### config.mk
export PLATFORM = sky130hd
export DESIGN_NAME = srl_fifo_ctrl_flat
export DESIGN_NICKNAME = d
export VERILOG_FILES = /design/src/rtl/srl_fifo_pkg.sv /design/src/rtl/srl_fifo_ctrl_if.sv /design/src/rtl/srl_fifo_store.sv /design/src/rtl/srl_fifo_ctrl.sv /design/src/flat_wrapper.sv
export SDC_FILE = /design/constraint.sdc
export NUM_CORES = 1
export LEC_CHECK = 0
export BUFFER_PORTS_ARGS = -buffer_cell sky130_fd_sc_hd__buf_2
export CAP_MARGIN = 0
export CORE_UTILIZATION = 30
export CTS_CLUSTER_SIZE = 12
export DETAILED_ROUTE_END_ITERATION = 10
export GPL_TIMING_DRIVEN = 0
export SLEW_MARGIN = 10
export SYNTH_ARGS = -nofsm -noshare
export SYNTH_HDL_FRONTEND = slang
export SYNTH_SLANG_ARGS = --single-unit
### constraint.sdc
create_clock -name clk -period 10.66 [get_ports clk]
set_input_delay 2.132 -clock clk [delete_from_list [all_inputs] [get_ports clk]]
set_output_delay 2.132 -clock clk [all_outputs]
set_load 0.05 [all_outputs]
### src/rtl/srl_fifo_pkg.sv
// srl_fifo_pkg: shared types and helpers for the SRL-backed FIFO.
//   state_t     : controller state (EMPTY / ONE / MANY)
//   level_width : bit width needed to express occupancy 0..DEPTH+1
package srl_fifo_pkg;

  typedef enum logic [1:0] {
    EMPTY = 2'd0,
    ONE   = 2'd1,
    MANY  = 2'd2
  } state_t;

  function automatic int unsigned level_width(input int unsigned depth);
    return $clog2(depth + 2);
  endfunction

endpackage

### src/rtl/srl_fifo_ctrl_if.sv
// srl_fifo_ctrl_if: valid/ready stream bundle around the FIFO.
//   in_data/in_valid/in_ready    : producer side
//   out_data/out_valid/out_ready : consumer side
//   level                        : total occupancy, 0..DEPTH+1
//   master : the environment (producer + consumer)
//   slave  : the FIFO
interface srl_fifo_ctrl_if
  import srl_fifo_pkg::*;
#(
  parameter int unsigned WIDTH = 8,
  parameter int unsigned DEPTH = 16
);
  localparam int unsigned LW = level_width(DEPTH);

  logic [WIDTH-1:0] in_data;
  logic             in_valid;
  logic             in_ready;
  logic [WIDTH-1:0] out_data;
  logic             out_valid;
  logic             out_ready;
  logic [LW-1:0]    level;

  modport master (
    output in_data, in_valid, out_ready,
    input  in_ready, out_data, out_valid, level
  );

  modport slave (
    input  in_data, in_valid, out_ready,
    output in_ready, out_data, out_valid, level
  );
endinterface

### src/rtl/srl_fifo_store.sv
// srl_fifo_store: per-bit shift register with a variable read tap.
//   clk : rising-edge clock
//   ce  : shift enable; d enters at tap 0, older words move up
//   d   : word shifted in
//   a   : tap address (0 = newest)
//   q   : word at tap a (combinational)
// No reset and a single enable so each bit maps onto an SRL cell.
module srl_fifo_store
  import srl_fifo_pkg::*;
#(
  parameter int unsigned WIDTH = 8,
  parameter int unsigned DEPTH = 16,
  parameter int unsigned AW    = $clog2(DEPTH)
) (
  input  logic             clk,
  input  logic             ce,
  input  logic [WIDTH-1:0] d,
  input  logic [AW-1:0]    a,
  output logic [WIDTH-1:0] q
);

  for (genvar b = 0; b < WIDTH; b++) begin : g_bit
    logic [DEPTH-1:0] sr;

    always_ff @(posedge clk) begin
      if (ce) sr <= {sr[DEPTH-2:0], d[b]};
    end

    assign q[b] = sr[a];
  end

endmodule

### src/rtl/srl_fifo_ctrl.sv
// srl_fifo_ctrl: valid/ready FIFO of DEPTH+1 entries built from an SRL
// store (DEPTH words) plus a registered head word.
//   clk : rising-edge clock
//   rst : asynchronous active-high reset
//   bus : srl_fifo_ctrl_if slave (in_*, out_*, level)
// in_ready and level are decodes of registers only; out_data is a register.
module srl_fifo_ctrl
  import srl_fifo_pkg::*;
#(
  parameter int unsigned WIDTH = 8,
  parameter int unsigned DEPTH = 16
) (
  input  logic            clk,
  input  logic            rst,
  srl_fifo_ctrl_if.slave  bus
);

  localparam int unsigned AW = $clog2(DEPTH);
  localparam int unsigned LW = level_width(DEPTH);
  localparam logic [AW:0] CNT_ONE  = (AW+1)'(1);
  localparam logic [AW:0] CNT_FULL = (AW+1)'(DEPTH);

  state_t           state, state_nx;
  logic [AW:0]      srl_cnt, srl_cnt_nx;
  logic [AW:0]      cnt_m1;
  logic [WIDTH-1:0] head_q;
  logic [WIDTH-1:0] tap_q;
  logic             out_valid;
  logic             in_ready;
  logic             push, pop;
  logic             shift_en;
  logic             load_bypass;
  logic             load_tap;

  assign out_valid = (state != EMPTY);
  assign in_ready  = (srl_cnt != CNT_FULL);
  assign push      = bus.in_valid & in_ready;
  assign pop       = out_valid & bus.out_ready;
  assign cnt_m1    = srl_cnt - CNT_ONE;

  srl_fifo_store #(
    .WIDTH (WIDTH),
    .DEPTH (DEPTH),
    .AW    (AW)
  ) u_store (
    .clk (clk),
    .ce  (shift_en),
    .d   (bus.in_data),
    .a   (cnt_m1[AW-1:0]),
    .q   (tap_q)
  );

  always_ff @(posedge clk or posedge rst) begin
    if (rst) begin
      state   <= EMPTY;
      srl_cnt <= '0;
      head_q  <= '0;
    end else begin
      state   <= state_nx;
      srl_cnt <= srl_cnt_nx;
      if (load_bypass)   head_q <= bus.in_data;
      else if (load_tap) head_q <= tap_q;
    end
  end

  always_comb begin
    state_nx    = state;
    srl_cnt_nx  = srl_cnt;
    shift_en    = 1'b0;
    load_bypass = 1'b0;
    load_tap    = 1'b0;
    case (state)
      EMPTY: begin
        if (push) begin
          load_bypass = 1'b1;
          state_nx    = ONE;
        end
      end
      ONE: begin
        if (push && pop) begin
          load_bypass = 1'b1;
        end else if (push) begin
          shift_en   = 1'b1;
          srl_cnt_nx = CNT_ONE;
          state_nx   = MANY;
        end else if (pop) begin
          state_nx = EMPTY;
        end
      end
      MANY: begin
        // Head reload reads the oldest tap before this edge's shift moves it.
        load_tap = pop;
        shift_en = push;
        if (push && !pop) begin
          srl_cnt_nx = srl_cnt + CNT_ONE;
        end else if (pop && !push) begin
          srl_cnt_nx = cnt_m1;
          if (srl_cnt == CNT_ONE) state_nx = ONE;
        end
      end
      default: begin
        state_nx   = EMPTY;
        srl_cnt_nx = '0;
      end
    endcase
  end

  assign bus.in_ready  = in_ready;
  assign bus.out_valid = out_valid;
  assign bus.out_data  = head_q;
  assign bus.level     = LW'(srl_cnt) + LW'(out_valid);

endmodule

### src/flat_wrapper.sv
// flat-port wrapper written by rule: the top's interface ports become plain ports
module srl_fifo_ctrl_flat import srl_fifo_pkg::*;
#(
  parameter int unsigned WIDTH = 8,
  parameter int unsigned DEPTH = 16
)
  (clk, rst, bus_in_data, bus_in_valid, bus_out_ready, bus_in_ready, bus_out_data, bus_out_valid, bus_level);
  srl_fifo_ctrl_if #(.WIDTH(WIDTH), .DEPTH(DEPTH)) bus_i ();
  input  logic clk;
  input  logic rst;
  input wire logic [$bits(bus_i.in_data)-1:0] bus_in_data;
  input wire logic [$bits(bus_i.in_valid)-1:0] bus_in_valid;
  input wire logic [$bits(bus_i.out_ready)-1:0] bus_out_ready;
  output wire logic [$bits(bus_i.in_ready)-1:0] bus_in_ready;
  output wire logic [$bits(bus_i.out_data)-1:0] bus_out_data;
  output wire logic [$bits(bus_i.out_valid)-1:0] bus_out_valid;
  output wire logic [$bits(bus_i.level)-1:0] bus_level;
  assign bus_i.in_data = bus_in_data;
  assign bus_i.in_valid = bus_in_valid;
  assign bus_i.out_ready = bus_out_ready;
  assign bus_in_ready = bus_i.in_ready;
  assign bus_out_data = bus_i.out_data;
  assign bus_out_valid = bus_i.out_valid;
  assign bus_level = bus_i.level;
  srl_fifo_ctrl #(.WIDTH(WIDTH), .DEPTH(DEPTH)) u_core (.clk(clk), .rst(rst), .bus(bus_i));
endmodule
* Yosys cells after proc, flatten, opt, wreduce, memory -nomap -nowiden
Index checks and enable logic that the tools add are counted.
** Storage, ports and cells
- Register bits after elaboration :: 143
- Bits of input ports :: 12
- Output and inout bits :: 15
- Word-level logic and storage cells :: 77
** Cells by class
- Add/subtract/negate cells :: 3
- Order comparisons :: 1
- Equal/unequal tests :: 12
- Multiplexer cells :: 37
- Bitwise logic cells :: 3
- Reduce and logical (&&, ||, !) cells :: 10
** Operator list (count)
- 1-bit binary-select mux with 4-bit select :: 8
- 5-bit two-way mux :: 4
- 8-bit two-way mux :: 2
- 5-bit one-hot mux with 3 select lines :: 1
- 2-bit two-way mux :: 7
- 1-bit two-way mux :: 12
- 2-bit by 1-bit != test with 1-bit output, second input constant :: 4
- 3-bit by 1-bit != test with 1-bit output, second input constant :: 2
- 2-bit one-hot mux with 3 select lines :: 1
- 6-bit AND reduction :: 1
- 5-bit by 1-bit adder with 5-bit output :: 1
- 5-bit by 1-bit adder with 5-bit output, second input constant :: 1
- 5-bit by 1-bit equality test with 1-bit output, second input constant :: 1
- 4-bit by 5-bit less-than comparator with 1-bit output, second input constant :: 1
- 5-bit != test, second input constant :: 1
- 5-bit by 1-bit subtractor with 5-bit output, second input constant :: 1
- 2-bit != test, second input constant :: 2
- 1-bit one-hot mux with 2 select lines :: 2
- 4-bit AND reduction :: 1
- 2-bit nonzero test :: 2
- 1-bit logical AND :: 3
- 1-bit AND :: 2
- 2-bit by 1-bit equality test with 1-bit output, second input constant :: 1
- 2-bit equality test, second input constant :: 1
- other kinds (3) :: 4

* Depth between registers and ports, before layout
Gate-level depths: netlist of the first run.
- Depth in word-level cells :: 7
- Depth in mapped cells :: 12
- Mapped depth without buffers :: 7

* By module
From an unflattened synthesis of the first run, not the netlist that was laid out.
** Second synthesis, totals
- Cells, all modules :: 323
- Area total of the unflattened synthesis :: 6045.8 um^2
** Modules (own cells, without submodules)
- srl_fifo_store :: instances 1, cells an instance 198, area an instance 4877.2 um^2
- srl_fifo_ctrl :: instances 1, cells an instance 125, area an instance 1168.6 um^2

* Worst setup path before layout of the first run
No wires, ideal clock.
- Path kind :: input to register
- Start point :: input port bus_in_valid
- End point :: register u_core.u_store.g_bit[0].sr[0] (enable)
- Arrival :: 11.754 ns
- Required time :: 9.861 ns
- Path slack :: -1.892 ns
- Stages :: 3
- Cells stage by stage :: clkbuf_1 > nand2_1 > nor3b_1
** Between the ends
- Longest elaborated chain between the ends :: 4
** Ends and longest elaborated chain
- from (decl) :: line flat_wrapper.sv:12 : input wire logic [$bits(bus_i.in_valid)-1:0] bus_in_valid;
- 1-bit AND * :: line srl_fifo_ctrl.sv:37 : assign push = bus.in_valid & in_ready;
- 1-bit two-way mux or 1-bit logical AND (tied branches) :: line srl_fifo_ctrl.sv:82, srl_fifo_ctrl.sv:80
- 1-bit two-way mux :: line srl_fifo_ctrl.sv:80 : if (push && pop) begin
- 1-bit one-hot mux with 2 select lines * :: line srl_fifo_ctrl.sv:72 : case (state)
- named net u_core.shift_en :: line srl_fifo_ctrl.sv:31 : logic shift_en;
- to (signal assigned) :: line srl_fifo_store.sv:26 : if (ce) sr <= {sr[DEPTH-2:0], d[b]};
- to (decl) :: line srl_fifo_store.sv:23 : logic [DEPTH-1:0] sr;
Mark *: on every way through the listed nets, which the timed path passes. The rest lies on a longest branch.
A chain may end at the register's enable or synchronous reset.

* Worst setup path after layout of the first run
- Start point :: register u_core.state[1]
- End point :: output port bus_level[4]
** Between the ends
- Longest elaborated chain between the ends :: 2
** Ends and longest elaborated chain
- from (decl) :: line srl_fifo_ctrl.sv:23 : state_t state, state_nx;
- from (signal assigned) :: line srl_fifo_ctrl.sv:59 : state <= state_nx;
- 2-bit nonzero test :: line srl_fifo_ctrl.sv:35 : assign out_valid = (state != EMPTY);
- 5-bit by 1-bit adder with 5-bit output :: line srl_fifo_ctrl.sv:111 : assign bus.level = LW'(srl_cnt) + LW'(out_valid);
- to (decl) :: line flat_wrapper.sv:17 : output wire logic [$bits(bus_i.level)-1:0] bus_level;
No other way between the ends.

==> results of run 1 <==
power breakdown:
part | total, mW | internal (mW) | switching, mW
Clock | 0.588 | 0.354 | 0.234
Combinational | 0.714 | 0.281 | 0.434
Sequential | 0.829 | 0.771 | 0.0581
Total | 2.13 | 1.41 | 0.726
path summary, 6_finish.rpt:
| check | endpoint | start | depth (start not counted) |
|---|---|---|---|
| worst min-delay path | u_core.u_store.g_bit[6].sr[15] | u_core.u_store.g_bit[6].sr[14] | 0 |
| worst max register to register | u_core.bus.out_data[2] | u_core.srl_cnt[0] | 10 |
| min in group asynchronous | u_core.bus.out_data[5] | rst | 2 |
| worst max-delay path | bus_level[4] | u_core.state[1] | 10 |
| worst min register to register | u_core.u_store.g_bit[6].sr[15] | u_core.u_store.g_bit[6].sr[14] | 0 |
| max in group asynchronous | u_core.srl_cnt[3] | rst | 2 |
routing by layer:
layer / wire [um] / track usage [%]
met5: 0 / 0
met1: 5460 / 15.6
met4: 216 / 4.89
met2: 5900 / 19.4
met3: 618 / 3.86
layout by cell type (no fill, tap or decap), types with 4 or more instances in the layout:
master     instances
a31oi_1            5
nand2_1           17
dfrtp_1           15
o211a_1            8
nor4_1             8
clkinv_4           4
nand3_1            6
nor3_1             4
ha_1               9
a21boi_0          14
clkbuf_1          11
inv_1             23
edfxtp_1         128
nor2_1            17
buf_8              8
inv_6              4
o22ai_1           10
mux4_2            32
o21ai_0            4
clkbuf_16         17
buf_2             30
o21ai_1            8
through the flow:
| step | setup slack [ps] | hold slack (ps) |
|---|---|---|
| 2_1_floorplan | 2670 | 421 |
| 3_3_place_gp | 932 | 424 |
| 3_5_place_dp | 5980 | 430 |
| 4_1_cts | 5550 | 444 |
| 5_1_grt | 5330 | 451 |
| 6_report | 5570 | 444 |
logic make-up after synthesis:
logic type | share of synthesized area [%]
muxes | 12.3
DFF | 68.2
and+or+nand+nor | 5.79
xor gates and xnor gates | 0.566
buffers and inverters | 2.89
AOI/OAI and AO/OA | 8.25
adders and majority gates | 1.98
registers in the layout, indices dropped and copies added, names as in the netlist:
register,count
u_core.state,2
u_core.bus.out_data,8
u_core.u_store.g_bit.sr,128
u_core.srl_cnt,5
critical path, delay by kind of cell (launching register included):
family,cells,cell delay (ps)
xor gates and xnor gates,1,130
adders and majority gates,3,610
buffers and inverters,5,1300
DFF,1,400
and+or+nand+nor,1,100
cell type report:
cell class,count,area share [%]
Buffer,19,1.25
Clock buffer,18,5.93
Sequential cell,143,57.0
Timing Repair Buffer,34,3.68
Tap cell,270,4.56
Multi-Input combinational cell,185,24.3
Inverter,23,1.17
Clock inverter,14,2.13
==> metrics.md, run 1 <==
| Metric | Value |
|---|---|
| Least-Margin Pin Slew | 1060 ps |
| Root buf cell | clkbuf_16 |
| Hold/Removal Path Class | reg2reg |
| Worst path max stage delay | 560 ps |
| Maximum Capacitance Violations | 0 |
| P&R area growth vs syn | 19.7% |
| Period Utilization, post-route | 47.7% |
| Die Y | 146 um |
| Post-DP Area | 6810 um^2 |
| Most instantiated library cell after synthesis | edfxtp_1 |
| Global-route wire length before repair | 19.8 mm |
| Critical-path cell list | inv_1 > ha_1 > buf_2 > clkbuf_1 > inv_1 > ha_1 > ha_1 > nand3_1 > xnor2_1 > buf_2 |
| Die Wd | 146 um |
| Syn avg cell area | 16.7 um^2 |
| Syn_nets | 391 |
| Die ar. | 21200 um^2 |
| Routed vias/inst | 4.91 |
| Multi-input logic area | 1800 um^2 |
| Post-Synthesis Cells | 370 |
| Ant diodes | 0 |
| Hpwl dp | 8.57 mm |
| Grt ovf | 0 |
| Final hold vios | 0 |
| Netlist cell types | 51 |
| PD cells | 288 nW/um^2 |
| Number of global-route vias before repair | 3557 |
| RSZ-0062 raised after global routing | no |
| Post-route setup TNS | 0 ps |
| Ys flop type | edfxtp_1 |
| Post-CTS sizing | 0 |
| Pins Over Slew Limit | 0 |
| Endpoint class of the critical path | primary output |
| Vias | 3469 |
| Synthesized flop and latch total | 143 |
| Antenna violations before repair | 0 |
| Iteration-0 DRC Markers | 225 |
| CP arrival | 2960 ps |
| Largest cells by area after synthesis | edfxtp_1 (62%), mux4_2 (12%), dfrtp_1 (6.1%) |
| Fraction of layout instances using a drive strength above 1 | 26.4% |
| Post-synth top cells | edfxtp_1 (128), mux4_2 (32), inv_1 (23) |
| Yosys warns | 0 |
| Final instance area | 7400 um^2 |
| Max Clock Freq | 0.196 GHz |
| Slowest stage cell on the critical path | clkbuf_1 |
| Placed cell count | 674 |
| Starting Density | 30.6% |
| Final ANT Viol Nets | 0 |
| Share of the synthesized area in the top cell type | 62.1% |
| Hold-fix buffers, CTS | 0 |
| Non-Filler Instances | 706 |
| Layout Nets | 444 |
| Layout Skew | 6.83 ps |
| Asr flop ratio synth | 10.5% |
| CTS tree | yes |
| Count of final setup violators | 0 |
| CP startpoint kind | register |
| CTS sink count | 143 |
| Total GRT Usage | 12.2% |
| Buffer depth of the longest clock path | 2 |
| Reg2reg setup slack | 6820 ps |
| Outcome | complete, no violations |
| I/O pin count | 27 |
| WL final | 12.2 mm |
| Sequential share of the synthesized area | 68.2% |
| Port Buf Inserts | 25 |
| Most used cell, CP | ha_1 |
| Core area | 20200 um^2 |
| Worst Path Required | 8530 ps |
| CTS H-Tree Depth | 4 |
| Fillers | 1859 |
| Worst-skew pair later-pin latency | 420 ps |
| Period minus WS final | 5090 ps |
| Clock transition at path regs | 60 ps |
| Worst Path Max Fanout | 10 |
| 1st-pass router iterations | 5 |
| EDFF count, synth | 128 |
| Drt drc | 0 |
| Post-CTS Repair Setup Buffers | 0 |
| Rows | 52 |
| Mapped cell area | 6190 um^2 |
| Leakage power | 2.60 nW |
| Register Area | 4220 um^2 |
| Post-DR wirelength/cell | 17.3 um |
| Worst VDD drop | 0.124 mV |
| Final Wtd Congestion | 0.818 |
| CP Class | reg2out |
| TritonCTS buffer count | 17 |
| Finished Core Util | 36.6% |
| Largest net degree at the start of global routing | 18 |
| Rel. slew slack | 28.9% |
| Post-synth top area cell | edfxtp_1 |
| Tot Pwr | 2.13 mW |
Note: power is estimated with default switching activity, not from simulation.
==> run 2: changes to the inputs <==
==> constraint.sdc (replaced) <==
create_clock -name clk -period 4.6 [get_ports clk]
set_input_delay 0.92 -clock clk [delete_from_list [all_inputs] [get_ports clk]]
set_output_delay 0.92 -clock clk [all_outputs]
set_load 0.05 [all_outputs]
==> run 2 against run 1 <==
  * Wire length barely moved
  * Non-clock buffer count decreased by 1
  * Die area unchanged
  * Critical path depth unchanged
  * Core utilization about the same
  * Global-route usage shrank 0.30 points
  * Combinational power up 130%
  * Final area barely moved
  * Register-to-register slack got worse by 5500 ps
  * Clock power up 110%
  * Count of clock-buffer cells in the layout rose by 6
  * Setup slack lost 4800 ps
  * Critical endpoint unchanged
==> metrics.md, run 2 (synthesized netlist as in run 1, its figures left out) <==
| Metric | Value |
|---|---|
| Worst Path Required | 3680 ps (-4850 ps) |
| WL met1 | 5.63 mm (+3.0%) |
| Endpoint class of the critical path | primary output |
| Least-Margin Pin Slew | 848 ps (-214 ps) |
| Hold Slack | 441 ps (-3.13 ps) |
| CP startpoint kind | register |
| Outcome | complete, no violations |
| Die Y | 146 um (unchanged) |
| Fraction of layout instances using a drive strength above 1 | 24.8% (-1.5 points) |
| Routed vias/inst | 4.82 (-1.9%) |
| Number of global-route vias before repair | 3480 (-2.2%) |
| Most common library cell in the layout ignoring fill and taps | edfxtp_1 |
| Buffer depth of the longest clock path | 2 (unchanged) |
| Antenna violations before repair | 0 (unchanged) |
| CP Class | reg2out |
| Post-DR wirelength/cell | 17.3 um (+0.16%) |
| Starting Density | 30.6% (unchanged) |
| Tot Pwr | 4.87 mW (+130%) |
| CTS H-Tree Depth | 4 (unchanged) |
| Clock transition at path regs | 50 ps (about the same) |
| Leakage power | 2.58 nW (-0.53%) |
| Hold/Removal Path Class | reg2reg |
| Hpwl dp | 8.60 mm (+0.35%) |
| Commonest non-fill, non-tap cells in the layout | edfxtp_1 (128), mux4_2 (32), buf_2 (28) |
| Met3 wire length | 424 um (-31%) |
| Register Area | 4220 um^2 (unchanged) |
| RSZ-0062 raised after global routing | no |
| Rows | 52 (unchanged) |
| Post-CTS sizing | 0 (unchanged) |
| Multi-input logic area | 1820 um^2 (+1.1%) |
| CTS tree | yes |
| PD cells | 657 nW/um^2 (+130%) |
| Hold-fix buffers, CTS | 0 (unchanged) |
| Worst Path Max Fanout | 10 (unchanged) |
| WL final | 12.2 mm (about the same) |
| Worst VDD drop | 0.285 mV (+130%) |
| Layout Nets | 443 (-0.23%) |
| Final hold vios | 0 (unchanged) |
| Period Utilization, post-route | 82.6% |
| Pins Over Slew Limit | 0 (unchanged) |
| Iteration-0 DRC Markers | 237 (+5.3%) |
| Final ANT Viol Nets | 0 (unchanged) |
| Layout Skew | 10.4 ps (+3.57 ps) |
| Die Wd | 146 um (unchanged) |
| Post-Place Setup Slack | 1220 ps (-4760 ps) |
| TritonCTS buffer count | 17 (unchanged) |
| CTS sink count | 143 (unchanged) |
| Port Buf Inserts | 25 (unchanged) |
| 1st-pass router iterations | 5 (unchanged) |
| Max Clock Freq | 0.263 GHz |
| Rel. slew slack | 43.3% (+14 points) |
| Period minus WS final | 3800 ps |
| Setup ws final | 798 ps (-4770 ps) |
| Drt drc | 0 (unchanged) |
| Total GRT Usage | 11.9% (-0.30 points) |
| Worst-skew pair later-pin latency | 410 ps (about the same) |
| Ant diodes | 0 (unchanged) |
| Root buf cell | clkbuf_16 |
| Vias | 3397 (-2.1%) |
| Global-route wire length before repair | 19.5 mm (-1.7%) |
| Core area | 20200 um^2 (unchanged) |
| Count of final setup violators | 0 (unchanged) |
| Met2 WL | 6.02 mm (+1.9%) |
| Grt ovf | 0 (unchanged) |
| Largest net degree at the start of global routing | 21 (+3) |
| Post-CTS Repair Setup Buffers | 0 (unchanged) |
| Top Layer Used | met4 |
| Fillers | 1847 (-0.65%) |
| Max FFs per register | 128 (unchanged) |
| Maximum Capacitance Violations | 0 (unchanged) |
| I/O pin count | 27 (unchanged) |
| Final Wtd Congestion | 0.806 (-1.4%) |
| Die ar. | 21200 um^2 (unchanged) |
| Largest register by flop count | u_core.u_store.g_bit.sr |
| P&R area growth vs syn | 19.7% (about the same) |
| CP arrival | 2880 ps (-80 ps) |
-- run 2: cell count changes in the layout (fill, tap and decap cells not counted), sizes merged --
cell	previous run	this run
buf	42	41
clkbuf	29	35
clkinvlp	3	1
inv	27	23
-- run 2: path summary, 6_finish.rpt --
path	end	slack, ps	startpoint	depth (start not counted)
worst max-delay path	bus_level[4]	800	u_core.state[0]	10
worst min-delay path	u_core.u_store.g_bit[5].sr[10]	440	u_core.u_store.g_bit[5].sr[9]	0
worst max register to register	u_core.bus.out_data[0]	1350	u_core.srl_cnt[0]	9
worst min register to register	u_core.u_store.g_bit[5].sr[10]	440	u_core.u_store.g_bit[5].sr[9]	0
max in group asynchronous	u_core.bus.out_data[3]	3540	rst	2
min in group asynchronous	u_core.bus.out_data[6]	610	rst	2
-- run 2: critical path, cell delays in order (launching register included) --
cell and delay, ps:
dfrtp_1 400, inv_1 110, ha_1 150, buf_2 210
clkbuf_1 460, inv_1 160, ha_1 250, ha_1 220
nand3_1 100, xnor2_1 120, buf_2 280
-- run 2: cell type report --
class	instances	area share [%]
flip-flops and latches	143	57.0
multi-input cells	185	24.6
clock buffers	24	6.10
well taps	270	4.56
repair buffers	33	3.82
plain buffers	19	1.52
clock inverters	8	1.22
inverters	23	1.20
-- run 2: where the power goes --
| part | internal [mW] | switching [mW] |
|---|---|---|
| clock network | 0.791 | 0.473 |
| registers | 1.79 | 0.141 |
| logic | 0.673 | 1.00 |
| total | 3.25 | 1.61 |
-- run 2: routing by layer --
metal	vias to the layer above	GRT usage, %
li1	1582	-
met1	1729	15.9
met2	75	19.3
met3	11	2.70
met4	0	3.89
met5	-	0
-- run 2: per-stage QoR --
stage	cells	area (um^2)	setup TNS, ps	utilization [%]
2_1_floorplan	370	6240	-62170	-
3_3_place_gp	665	6700	-209680	33.1
3_5_place_dp	673	6860	0	33.9
4_1_cts	705	7400	0	36.6
5_1_grt	705	7400	0	36.6
6_report	705	7400	0	36.6
==> run 3: changes to the inputs <==
==> constraint.sdc (replaced) <==
create_clock -name clk -period 3.8 [get_ports clk]
set_input_delay 0.76 -clock clk [delete_from_list [all_inputs] [get_ports clk]]
set_output_delay 0.76 -clock clk [all_outputs]
set_load 0.05 [all_outputs]
==> run 3 against run 2 <==
  * Count of clock-buffer cells in the layout unchanged
  * Critical path depth down 1
  * Power grew 21%
  * Critical path type unchanged
==> metrics.md, run 3 (synthesized netlist as in run 1, its figures left out) <==
| Metric | Value |
|---|---|
| Routed vias/inst | 4.86 (+0.91%) |
| Die Y | 146 um (unchanged) |
| CP startpoint kind | register |
| Comb power frac | 34.4% (about the same) |
| Drt drc | 0 (unchanged) |
| Worst setup path endpoint | bus_level[4] |
| Post-CTS Repair Setup Buffers | 0 (unchanged) |
| Post-DR wirelength/cell | 17.3 um (about the same) |
| Non-Filler Instances | 704 (-0.14%) |
| Endpoint class of the critical path | primary output |
| Maximum Capacitance Violations | 0 (unchanged) |
| Commonest non-fill, non-tap cells in the layout | edfxtp_1 (128), mux4_2 (32), buf_2 (28) |
| Core area | 20200 um^2 (unchanged) |
| Die ar. | 21200 um^2 (unchanged) |
| Buffer depth of the longest clock path | 2 (unchanged) |
| Starting Density | 30.6% (unchanged) |
| Worst r2r path cells | 9 (unchanged) |
| Reg2Reg Launch Point | u_core.srl_cnt[0] |
| CTS H-Tree Depth | 4 (unchanged) |
| Psw | 1.95 mW (+21%) |
| Root buf cell | clkbuf_16 |
| Port Buf Inserts | 25 (unchanged) |
| Max FFs per register | 128 (unchanged) |
| Reg2reg setup slack | 550 ps (-800 ps) |
| 1st-pass router iterations | 5 (unchanged) |
| Post-CTS sizing | 0 (unchanged) |
| Post-DP Area | 6860 um^2 (unchanged) |
| Hold/Removal Path Class | reg2reg |
| Clock share of power | 26.0% (about the same) |
| Largest register by flop count | u_core.u_store.g_bit.sr |
| TritonCTS buffer count | 17 (unchanged) |
| Largest net degree at the start of global routing | 21 (unchanged) |
| Count of final setup violators | 0 (unchanged) |
| GRT met3 Usage | 2.70% (unchanged) |
| Grt peak-use layer | met2 |
| WL final | 12.2 mm (-0.11%) |
| Worst VDD drop | 0.346 mV (+22%) |
| End of the worst register-to-register path | u_core.bus.out_data[0] |
| Post-route setup TNS | 0 ps (unchanged) |
| Most common library cell in the layout ignoring fill and taps | edfxtp_1 |
| Placed cell count | 673 (unchanged) |
| Final ANT Viol Nets | 0 (unchanged) |
| Final instance area | 7400 um^2 (about the same) |
| CTS tree | yes |
| Hold Slack | 441 ps (+0.181 ps) |
| Worst Path Required | 3040 ps (-640 ps) |
| Final Wtd Congestion | 0.806 (unchanged) |
| Clock transition at path regs | 50 ps (about the same) |
| Layout Nets | 442 (-0.23%) |
| P_int | 3.93 mW (+21%) |
| Iteration-0 DRC Markers | 250 (+5.5%) |
| Outcome | complete, no violations |
| Net Sw Frac | 33.2% (about the same) |
| Worst-skew pair later-pin latency | 410 ps (about the same) |
| Pins Over Slew Limit | 0 (unchanged) |
| Grt ovf | 0 (unchanged) |
| P&R area growth vs syn | 19.6% (about the same) |
| Fillers | 1847 (unchanged) |
| CTS sink count | 143 (unchanged) |
| Antenna violations before repair | 0 (unchanged) |
| I/O pin count | 27 (unchanged) |
| Global-route wire length before repair | 19.5 mm (unchanged) |
| Layout Skew | 11.4 ps (+0.986 ps) |
| Finished Core Util | 36.6% (about the same) |
| Rel. slew slack | 42.0% (-1.2 points) |
| GR Layer Usage met1 | 15.9% (unchanged) |
| Final hold vios | 0 (unchanged) |
| Hpwl dp | 8.60 mm (unchanged) |
| Worst Path Max Fanout | 18 (+8) |
| Met2 Usage GRT | 19.3% (unchanged) |
| Sequential power share | 39.6% (about the same) |
| Least-Margin Pin Slew | 866 ps (+18.2 ps) |
| PD cells | 796 nW/um^2 (+21%) |
| Max Clock Freq | 0.306 GHz |
| Period minus WS final | 3270 ps |
| RSZ-0062 raised after global routing | no |
| Ant diodes | 0 (unchanged) |
| CP arrival | 2510 ps (-370 ps) |
| Rows | 52 (unchanged) |
| Fraction of layout instances using a drive strength above 1 | 24.9% (+0.057 points) |
| Leakage power | 2.58 nW (about the same) |
| Die Wd | 146 um (unchanged) |
| Period Utilization, post-route | 86.0% |
| Hold-fix buffers, CTS | 0 (unchanged) |
| Worst Setup SP | u_core.state[0] |
| Total GRT Usage | 11.9% (unchanged) |
| Number of global-route vias before repair | 3480 (unchanged) |
| Vias | 3423 (+0.77%) |
| CP Class | reg2out |
run 3: cell type report:
cell class / count / area [um^2] / area share, %
clock inverters: 8 / 90.1 / 1.22
multi-input cells: 185 / 1820 / 24.6
inverters: 23 / 88.8 / 1.20
clock buffers: 24 / 452 / 6.11
repair buffers: 33 / 283 / 3.82
well taps: 270 / 338 / 4.57
plain buffers: 18 / 109 / 1.47
flip-flops and latches: 143 / 4220 / 57.0
run 3: how the worst min path moves through the flow:
| stage | start | end | slack [ps] | cells after the start |
|---|---|---|---|---|
| 6_report | u_core.u_store.g_bit[5].sr[9] | u_core.u_store.g_bit[5].sr[10] | 440 | 0 |
| 5_1_grt | u_core.u_store.g_bit[5].sr[9] | u_core.u_store.g_bit[5].sr[10] | 450 | 0 |
| 4_1_cts | u_core.u_store.g_bit[5].sr[9] | u_core.u_store.g_bit[5].sr[10] | 440 | 0 |
| 3_5_place_dp | u_core.u_store.g_bit[5].sr[9] | u_core.u_store.g_bit[5].sr[10] | 430 | 0 |
| 3_3_place_gp | u_core.u_store.g_bit[5].sr[9] | u_core.u_store.g_bit[5].sr[10] | 420 | 0 |
| 2_1_floorplan | u_core.u_store.g_bit[0].sr[9] | u_core.u_store.g_bit[0].sr[10] | 420 | 0 |
run 3: critical path, cell delays in order, from the launching register on:
cell     delay [ps]
dfrtp_1         400
inv_1           110
ha_1            150
buf_2           330
inv_1           140
ha_1            240
ha_1            220
nand3_1         100
xnor2_1         120
buf_2           280
run 3: routing by layer:
| metal | wire length (um) | vias up |
|---|---|---|
| met3 | 529 | 14 |
| met4 | 153 | 0 |
| met1 | 5550 | 1733 |
| met2 | 5960 | 98 |
| li1 | - | 1578 |
| met5 | 0 | - |
run 3: power groups by stage:
stage / Sequential, mW / Clock [mW] / Combinational (mW)
after detailed placement: 2.36 / 0 / 2.04
after CTS: 2.34 / 1.56 / 2.05
after global placement: 2.39 / 0 / 1.88
after floorplan: 2.44 / 0 / 1.36
after global routing: 2.37 / 1.61 / 2.18
final: 2.33 / 1.53 / 2.02
run 3: through the flow:
stage	power, mW	setup slack (ps)
after floorplan	3.80	-1290
after global placement	4.26	-2440
after detailed placement	4.40	521
after CTS	5.94	143
after global routing	6.16	346
final	5.89	534
